==> src/rtl/lane_phase_controller.sv <==
// Traffic-phase sequencer: rotates green through lane pairs with demand-based skipping,
// all-red clearance between phases, latched pedestrian walk and emergency preemption.
module lane_phase_controller #(
  parameter int NUM_LANES   = 8,
  parameter int COUNT_W     = 8,
  parameter int TIMER_W     = 8,
  parameter int DAY_TIME    = 20,
  parameter int NIGHT_TIME  = 8,
  parameter int EMG_TIME    = 10,
  parameter int PED_TIME    = 12,
  parameter int CLEAR_TIME  = 3,
  parameter int NIGHT_START = 20,
  parameter int NIGHT_END   = 6
) (
  input  logic                         clk,
  input  logic                         rst,
  input  logic [4:0]                   hoursIn,
  input  logic                         pedSignal,
  input  logic                         emgSignal,
  input  logic [NUM_LANES-1:0]         emgLane,
  input  logic [NUM_LANES*COUNT_W-1:0] laneCounts,
  output logic [NUM_LANES-1:0]         trafficLightOutput,
  output logic [NUM_LANES-1:0]         walkingLightOutput,
  output logic [1:0]                   trafficMode,
  output logic [TIMER_W-1:0]           currentCount
);

  localparam int NUM_PHASES = NUM_LANES / 2;
  localparam int PTR_W      = (NUM_PHASES > 1) ? $clog2(NUM_PHASES) : 1;

  localparam bit PARAMS_OK =
      (NUM_LANES >= 2) && (NUM_LANES % 2 == 0) && (TIMER_W >= 1) && (TIMER_W <= 30) &&
      (DAY_TIME   >= 1) && (DAY_TIME   < (1 << TIMER_W)) &&
      (NIGHT_TIME >= 1) && (NIGHT_TIME < (1 << TIMER_W)) &&
      (EMG_TIME   >= 1) && (EMG_TIME   < (1 << TIMER_W)) &&
      (PED_TIME   >= 1) && (PED_TIME   < (1 << TIMER_W)) &&
      (CLEAR_TIME >= 1) && (CLEAR_TIME < (1 << TIMER_W));

  generate
    if (!PARAMS_OK) begin : g_param_check
      $error("lane_phase_controller: illegal lane count or dwell does not fit TIMER_W");
    end
  endgenerate

  localparam logic [TIMER_W-1:0] DAY_LOAD   = TIMER_W'(DAY_TIME - 1);
  localparam logic [TIMER_W-1:0] NIGHT_LOAD = TIMER_W'(NIGHT_TIME - 1);
  localparam logic [TIMER_W-1:0] EMG_LOAD   = TIMER_W'(EMG_TIME - 1);
  localparam logic [TIMER_W-1:0] PED_LOAD   = TIMER_W'(PED_TIME - 1);
  localparam logic [TIMER_W-1:0] CLEAR_LOAD = TIMER_W'(CLEAR_TIME - 1);

  localparam logic [1:0] MODE_DAY   = 2'b00;
  localparam logic [1:0] MODE_NIGHT = 2'b01;
  localparam logic [1:0] MODE_EMG   = 2'b10;
  localparam logic [1:0] MODE_PED   = 2'b11;

  typedef enum logic [1:0] {S_GREEN, S_CLEAR, S_EMG, S_PED} state_t;

  state_t               r_state,    w_state_nx;
  logic [TIMER_W-1:0]   r_timer,    w_timer_nx;
  logic [PTR_W-1:0]     r_ptr,      w_ptr_nx;
  logic                 r_ped_pend, w_ped_pend_nx;
  logic [NUM_LANES-1:0] r_emg_mask, w_emg_mask_nx;
  logic [NUM_LANES-1:0] r_green,    w_green_nx;
  logic [NUM_LANES-1:0] r_walk,     w_walk_nx;
  logic [1:0]           r_mode,     w_mode_nx;

  logic [31:0]           w_hours;
  logic                  w_night;
  logic                  w_expired;
  logic                  w_emg_req;
  logic                  w_ped_req;
  logic [NUM_PHASES-1:0] w_demand;
  logic [NUM_PHASES-1:0] w_demand_sh;
  logic [PTR_W-1:0]      w_ptr_inc;
  logic [PTR_W-1:0]      w_next_ptr;
  int                    w_idx;

  function automatic logic [NUM_LANES-1:0] phase_mask(input logic [PTR_W-1:0] p);
    logic [NUM_LANES-1:0] m;
    m = '0;
    for (int i = 0; i < NUM_PHASES; i++) begin
      if (p == PTR_W'(i)) m[2*i +: 2] = 2'b11;
    end
    return m;
  endfunction

  assign w_hours   = {27'd0, hoursIn};
  assign w_night   = (w_hours >= NIGHT_START) || (w_hours < NIGHT_END) || (w_hours >= 32'd24);
  assign w_expired = (r_timer == '0);
  assign w_emg_req = emgSignal && (emgLane != '0);
  // A request arriving on the deciding CLEAR edge still counts as pending.
  assign w_ped_req = r_ped_pend || pedSignal;
  assign w_ptr_inc = (r_ptr == PTR_W'(NUM_PHASES - 1)) ? '0 : r_ptr + PTR_W'(1);

  always_comb begin
    w_demand = '0;
    for (int p = 0; p < NUM_PHASES; p++) begin
      w_demand[p] = (laneCounts[(2*p)*COUNT_W +: COUNT_W] != '0) ||
                    (laneCounts[(2*p+1)*COUNT_W +: COUNT_W] != '0);
    end
  end

  // Scan from the farthest candidate down so the nearest phase after the pointer wins.
  always_comb begin
    w_next_ptr  = w_ptr_inc;
    w_idx       = 0;
    w_demand_sh = '0;
    for (int k = NUM_PHASES; k >= 1; k--) begin
      w_idx = int'(r_ptr) + k;
      if (w_idx >= NUM_PHASES) w_idx = w_idx - NUM_PHASES;
      w_demand_sh = w_demand >> w_idx;
      if (w_demand_sh[0]) w_next_ptr = PTR_W'(w_idx);
    end
  end

  // NOTE: every signal gets a default before the case so no path leaves one unassigned (no latches).
  always_comb begin
    w_state_nx    = r_state;
    w_timer_nx    = r_timer - TIMER_W'(1);
    w_ptr_nx      = r_ptr;
    w_emg_mask_nx = r_emg_mask;
    w_green_nx    = r_green;
    w_walk_nx     = r_walk;
    w_mode_nx     = r_mode;
    w_ped_pend_nx = (r_state != S_PED && pedSignal) ? 1'b1 : r_ped_pend;

    unique case (r_state)
      S_GREEN: begin
        if (w_emg_req || w_expired) begin
          w_state_nx = S_CLEAR;
          w_timer_nx = CLEAR_LOAD;
          w_green_nx = '0;
          w_walk_nx  = '0;
        end
      end
      S_CLEAR: begin
        if (w_expired) begin
          if (w_emg_req) begin
            w_state_nx    = S_EMG;
            w_timer_nx    = EMG_LOAD;
            w_emg_mask_nx = emgLane;
            w_green_nx    = emgLane;
            w_walk_nx     = '0;
            w_mode_nx     = MODE_EMG;
          end else if (w_ped_req) begin
            w_state_nx    = S_PED;
            w_timer_nx    = PED_LOAD;
            w_ped_pend_nx = 1'b0;
            w_green_nx    = '0;
            w_walk_nx     = '1;
            w_mode_nx     = MODE_PED;
          end else begin
            w_state_nx = S_GREEN;
            w_timer_nx = w_night ? NIGHT_LOAD : DAY_LOAD;
            w_ptr_nx   = w_next_ptr;
            w_green_nx = phase_mask(w_next_ptr);
            w_walk_nx  = '0;
            w_mode_nx  = w_night ? MODE_NIGHT : MODE_DAY;
          end
        end
      end
      S_EMG: begin
        // The mask latched on entry stays in force; emgLane is not re-read here.
        if (w_expired) begin
          if (emgSignal) begin
            w_timer_nx = EMG_LOAD;
          end else begin
            w_state_nx = S_CLEAR;
            w_timer_nx = CLEAR_LOAD;
            w_green_nx = '0;
          end
        end
      end
      S_PED: begin
        if (w_expired) begin
          w_state_nx = S_CLEAR;
          w_timer_nx = CLEAR_LOAD;
          w_walk_nx  = '0;
        end
      end
      default: begin
        w_state_nx = S_CLEAR;
        w_timer_nx = CLEAR_LOAD;
        w_green_nx = '0;
        w_walk_nx  = '0;
      end
    endcase
  end

  // NOTE: state registers use non-blocking assignments so all of them update from pre-edge values.
  always_ff @(posedge clk) begin
    if (rst) begin
      r_state    <= S_CLEAR;
      r_timer    <= CLEAR_LOAD;
      r_ptr      <= PTR_W'(NUM_PHASES - 1);
      r_ped_pend <= 1'b0;
      r_emg_mask <= '0;
      r_green    <= '0;
      r_walk     <= '0;
      r_mode     <= MODE_DAY;
    end else begin
      r_state    <= w_state_nx;
      r_timer    <= w_timer_nx;
      r_ptr      <= w_ptr_nx;
      r_ped_pend <= w_ped_pend_nx;
      r_emg_mask <= w_emg_mask_nx;
      r_green    <= w_green_nx;
      r_walk     <= w_walk_nx;
      r_mode     <= w_mode_nx;
    end
  end

  assign trafficLightOutput = r_green;
  assign walkingLightOutput = r_walk;
  assign trafficMode        = r_mode;
  assign currentCount       = r_timer;

endmodule

==> config.mk <==
export PLATFORM = sky130hd
export DESIGN_NAME = lane_phase_controller
export DESIGN_NICKNAME = d
export VERILOG_FILES = /design/src/rtl/lane_phase_controller.sv
export SDC_FILE = /design/constraint.sdc
export NUM_CORES = 1
export LEC_CHECK = 0
export BUFFER_PORTS_ARGS = -buffer_cell sky130_fd_sc_hd__buf_2
export CORE_MARGIN = 3
export CORE_UTILIZATION = 44
export DETAILED_ROUTE_END_ITERATION = 12
export PLACE_DENSITY = 0.83
export SYNTH_ARGS = -nofsm -noshare
export SYNTH_HDL_FRONTEND = slang
export SYNTH_SLANG_ARGS = --single-unit
==> constraint.sdc <==
create_clock -name clk -period 3.1 [get_ports clk]
set_input_delay 0.62 -clock clk [delete_from_list [all_inputs] [get_ports clk]]
set_output_delay 0.62 -clock clk [all_outputs]
set_load 0.02 [all_outputs]
==> results.yml <==
synthesis:
  synthAdderAreaFrac: 0.0422
  synth_edf_count: 0
  syn-num-nets: 313
  synth_mux_area_frac: 0.0317
  synth_area_sq_um: 1780
  ys_ff_latch: 24
  synth_compound_area_frac: 0.220
  yosysTopAreaCell: "dfxtp_1"
  synth.most_common_cell: "nand2_1"
  synth_top_area_frac: 0.270
  synth.distinct_cells: 52
  ys.flop_type: "dfxtp_1"
  async_flop_share: 0
  yosys_warnings: 0
  avgSynthCellArea_sq_um: 7.87
  syn_inst: 226
  synthTopCellsByArea: "dfxtp_1 (27%), nand2_1 (5.9%), nor4_1 (4.6%), ha_1 (4.2%), nand4_1 (4.2%)"
  synthXorXnorAreaFrac: 0.0296
  synth_top_family_by_area: "simple AND/OR/NAND/NOR gates"
  synth_commonest_cells: "nand2_1 (28), dfxtp_1 (24), nor2_1 (15)"
  yosys.area_share.simple: 0.331
  ys_seq_area_frac: 0.270
floorplan:
  start_util: 0.471
  die_y_um: 69.6
  core_sq_um: 3770
  num_rows: 22
  die_area_sq_um: 4840
  top_level_ports: 107
  chipWidth_um: 69.6
grt:
  globalRouteOverflowTotal: 0
  antenna_found_initial: 0
  grt_pass1_wl_um: 7860
  grt_max_degree: 25
  grt_pass1_vias: 1913
  track_usage: 0.187
drt:
  first_pass_iters: 4
  ant_nets: 0
  wl_per_cell_um: 12.6
  viasPerCell: 5.51
  vias: 2038
  drc: 0
  drt_iter0_markers: 104
  routed_wl_um: 4650
pwr:
  ir_drop_mv: 0.268
  powerDensity_nw_per_um2: 716
  p_leak_nw: 1.08
cells_and_area:
  fin_nets: 410
  syn_to_final_growth_pct: 32.0
  drive_gt1_frac: 0.398
  utilization: 0.622
  fin_cells: 370
  antennaDiodeCount: 0
status:
  status: "finished clean"
clocking:
  cts_buffers: 3
  htree_levels: 1
  cts_setup_buffers: 0
  cts_sinks: 24
  cts_tree: "done"
  root_buffer: "clkbuf_8"
  clock_path_buffers: 2
  cts.clk_slew.worst_paths_ns: 0.08
  hold_buffers: 0
  clk_latency_ns: 0.27
  cts_resized: 0
worst_setup_path:
  critPathBufInv: 1
  critPathMaxStageDelay_ns: 0.63
  crit_family: "simple AND/OR/NAND/NOR gates"
  reg2reg_depth: 9
  path_cells: "inv_1 -> ha_1 -> nand2_1 -> or3_1 -> or3_1 -> nor2_8 -> nand3_4 -> or3b_1 -> a31oi_1"
  path_max_fanout: 18
  required_ns: 3.30
  cpMaxStageDelayCell: "or3_1"
  reg2reg_to: "trafficLightOutput[1]"
  crit_path_start_kind: "flip-flop"
  critPathCaptureType: "flip-flop"
  cp_data_arrival_time_ns: 2.86
  crit_cells: 9
  crit_top_cell: "or3_1"
  reg2reg_slack_ns: 0.43
  crit_type: "reg2reg"
  r2r-start: "currentCount[0]"
timing:
  clock_skew_ns: 0.00490
  maxSlewViolCount: 0
  whs_ns: 0.474
  rsz0062_at_grt: "no"
  tightest_slew_ns: 0.693
  tns_ns: 0
  setup_viol: 0
  slew_headroom: 0.538
  min_period_over_period: 0.860
  finalCriticalPeriod_ns: 2.67
  hold_viol: 0
  max_clock_freq_mhz: 375
placed_design:
  dp.cells: 366
  place_congestion: 0.826
  dp_hpwl_um: 3740
  port_buffers: 105
hold_path:
  min_path_type: "reg2reg"
  min_from: "trafficLightOutput[1]"
  holdPathEnd: "trafficLightOutput[1]"
  holdPathStages: 2
flow_run:
  maxCapViolCount: 0
-- cell families (layout without fill, tap and decap cells) --
family                   count (synthesis)  in the layout
AND/OR/NAND/NOR                        103            103
flip-flops                              24             24
adder cells (fa/ha/maj)                  6              6
XOR/XNOR                                 6              6
multiplexers                             5              5
AO/OA/AOI/OAI                           56             56
buffers and inverters                   26            122
-- layout by cell type, fill, tap and decap left out, types with 6 or more instances in the layout --
cell     count
a21oi_1     10
a31oi_1     10
buf_2      105
dfxtp_1     24
ha_1         6
inv_1        9
nand2_1     28
nand4_1     12
nor2_1      15
nor3_1      10
nor4_1      13
o21ai_0     10
-- layout make-up --
type / count / area [sq um]
tap: 48 / 60.1
sequential: 24 / 480
clock buffer: 4 / 55.1
inverter: 9 / 33.8
timing repair buffer: 109 / 556
fill: 356 / 1420
multi-input combinational: 176 / 1160
-- report_power, final --
group | leakage (nW) | total, W | switching, W | internal [W]
Sequential | 0.196 | 0.000503 | 0.0000963 | 0.000406
Combinational | 0.856 | 0.000964 | 0.000581 | 0.000383
Clock | 0.0288 | 0.000215 | 0.000101 | 0.000113
Total | 1.08 | 0.00168 | 0.000778 | 0.000903
-- flip-flops by register name, summed over array words and instances, names as in the netlist --
register	count
r_ped_pend	1
r_state	2
trafficLightOutput	8
trafficMode	2
currentCount	8
r_ptr	2
walkingLightOutput	1
-- how the worst max path moves through the flow --
| stage | to | startpoint | slack (ns) |
|---|---|---|---|
| finish | trafficLightOutput[1] | currentCount[0] | 0.43 |
| global route | trafficLightOutput[5] | currentCount[0] | 0.23 |
| CTS | trafficLightOutput[1] | currentCount[0] | 0.43 |
| detailed placement | trafficLightOutput[1] | laneCounts[26] | 0.23 |
| global placement | trafficLightOutput[1] | laneCounts[26] | 0.24 |
| floorplan | trafficLightOutput[1] | r_ptr[0] | 0.63 |
-- worst register-to-register path: cells and delay by family, from the launching register on --
| family | cells | cell delay [ns] |
|---|---|---|
| flops | 1 | 0.34 |
| fa+ha+maj | 1 | 0.17 |
| simple gates | 6 | 1.85 |
| compound gates | 1 | 0.17 |
| buf+inv | 1 | 0.06 |
-- per-stage QoR --
step           power [W]  area [sq um]  setup slack, ns
3_5_place_dp     0.00147          2290            0.232
5_1_grt          0.00182          2350            0.227
3_3_place_gp     0.00145          2290            0.244
2_1_floorplan    0.00125          1780            0.631
6_report         0.00168          2350            0.434
4_1_cts          0.00168          2350            0.432
-- per-layer routing --
metal	routed length [um]	part of all wire	GRT usage	vias up
li1	-	-	-	1034
met4	40	0.0086	0.0521	0
met2	2450	0.53	0.345	81
met1	1830	0.39	0.219	919
met3	334	0.072	0.0348	4
met5	0	0	0	-
(Power assumes the default switching activity.)
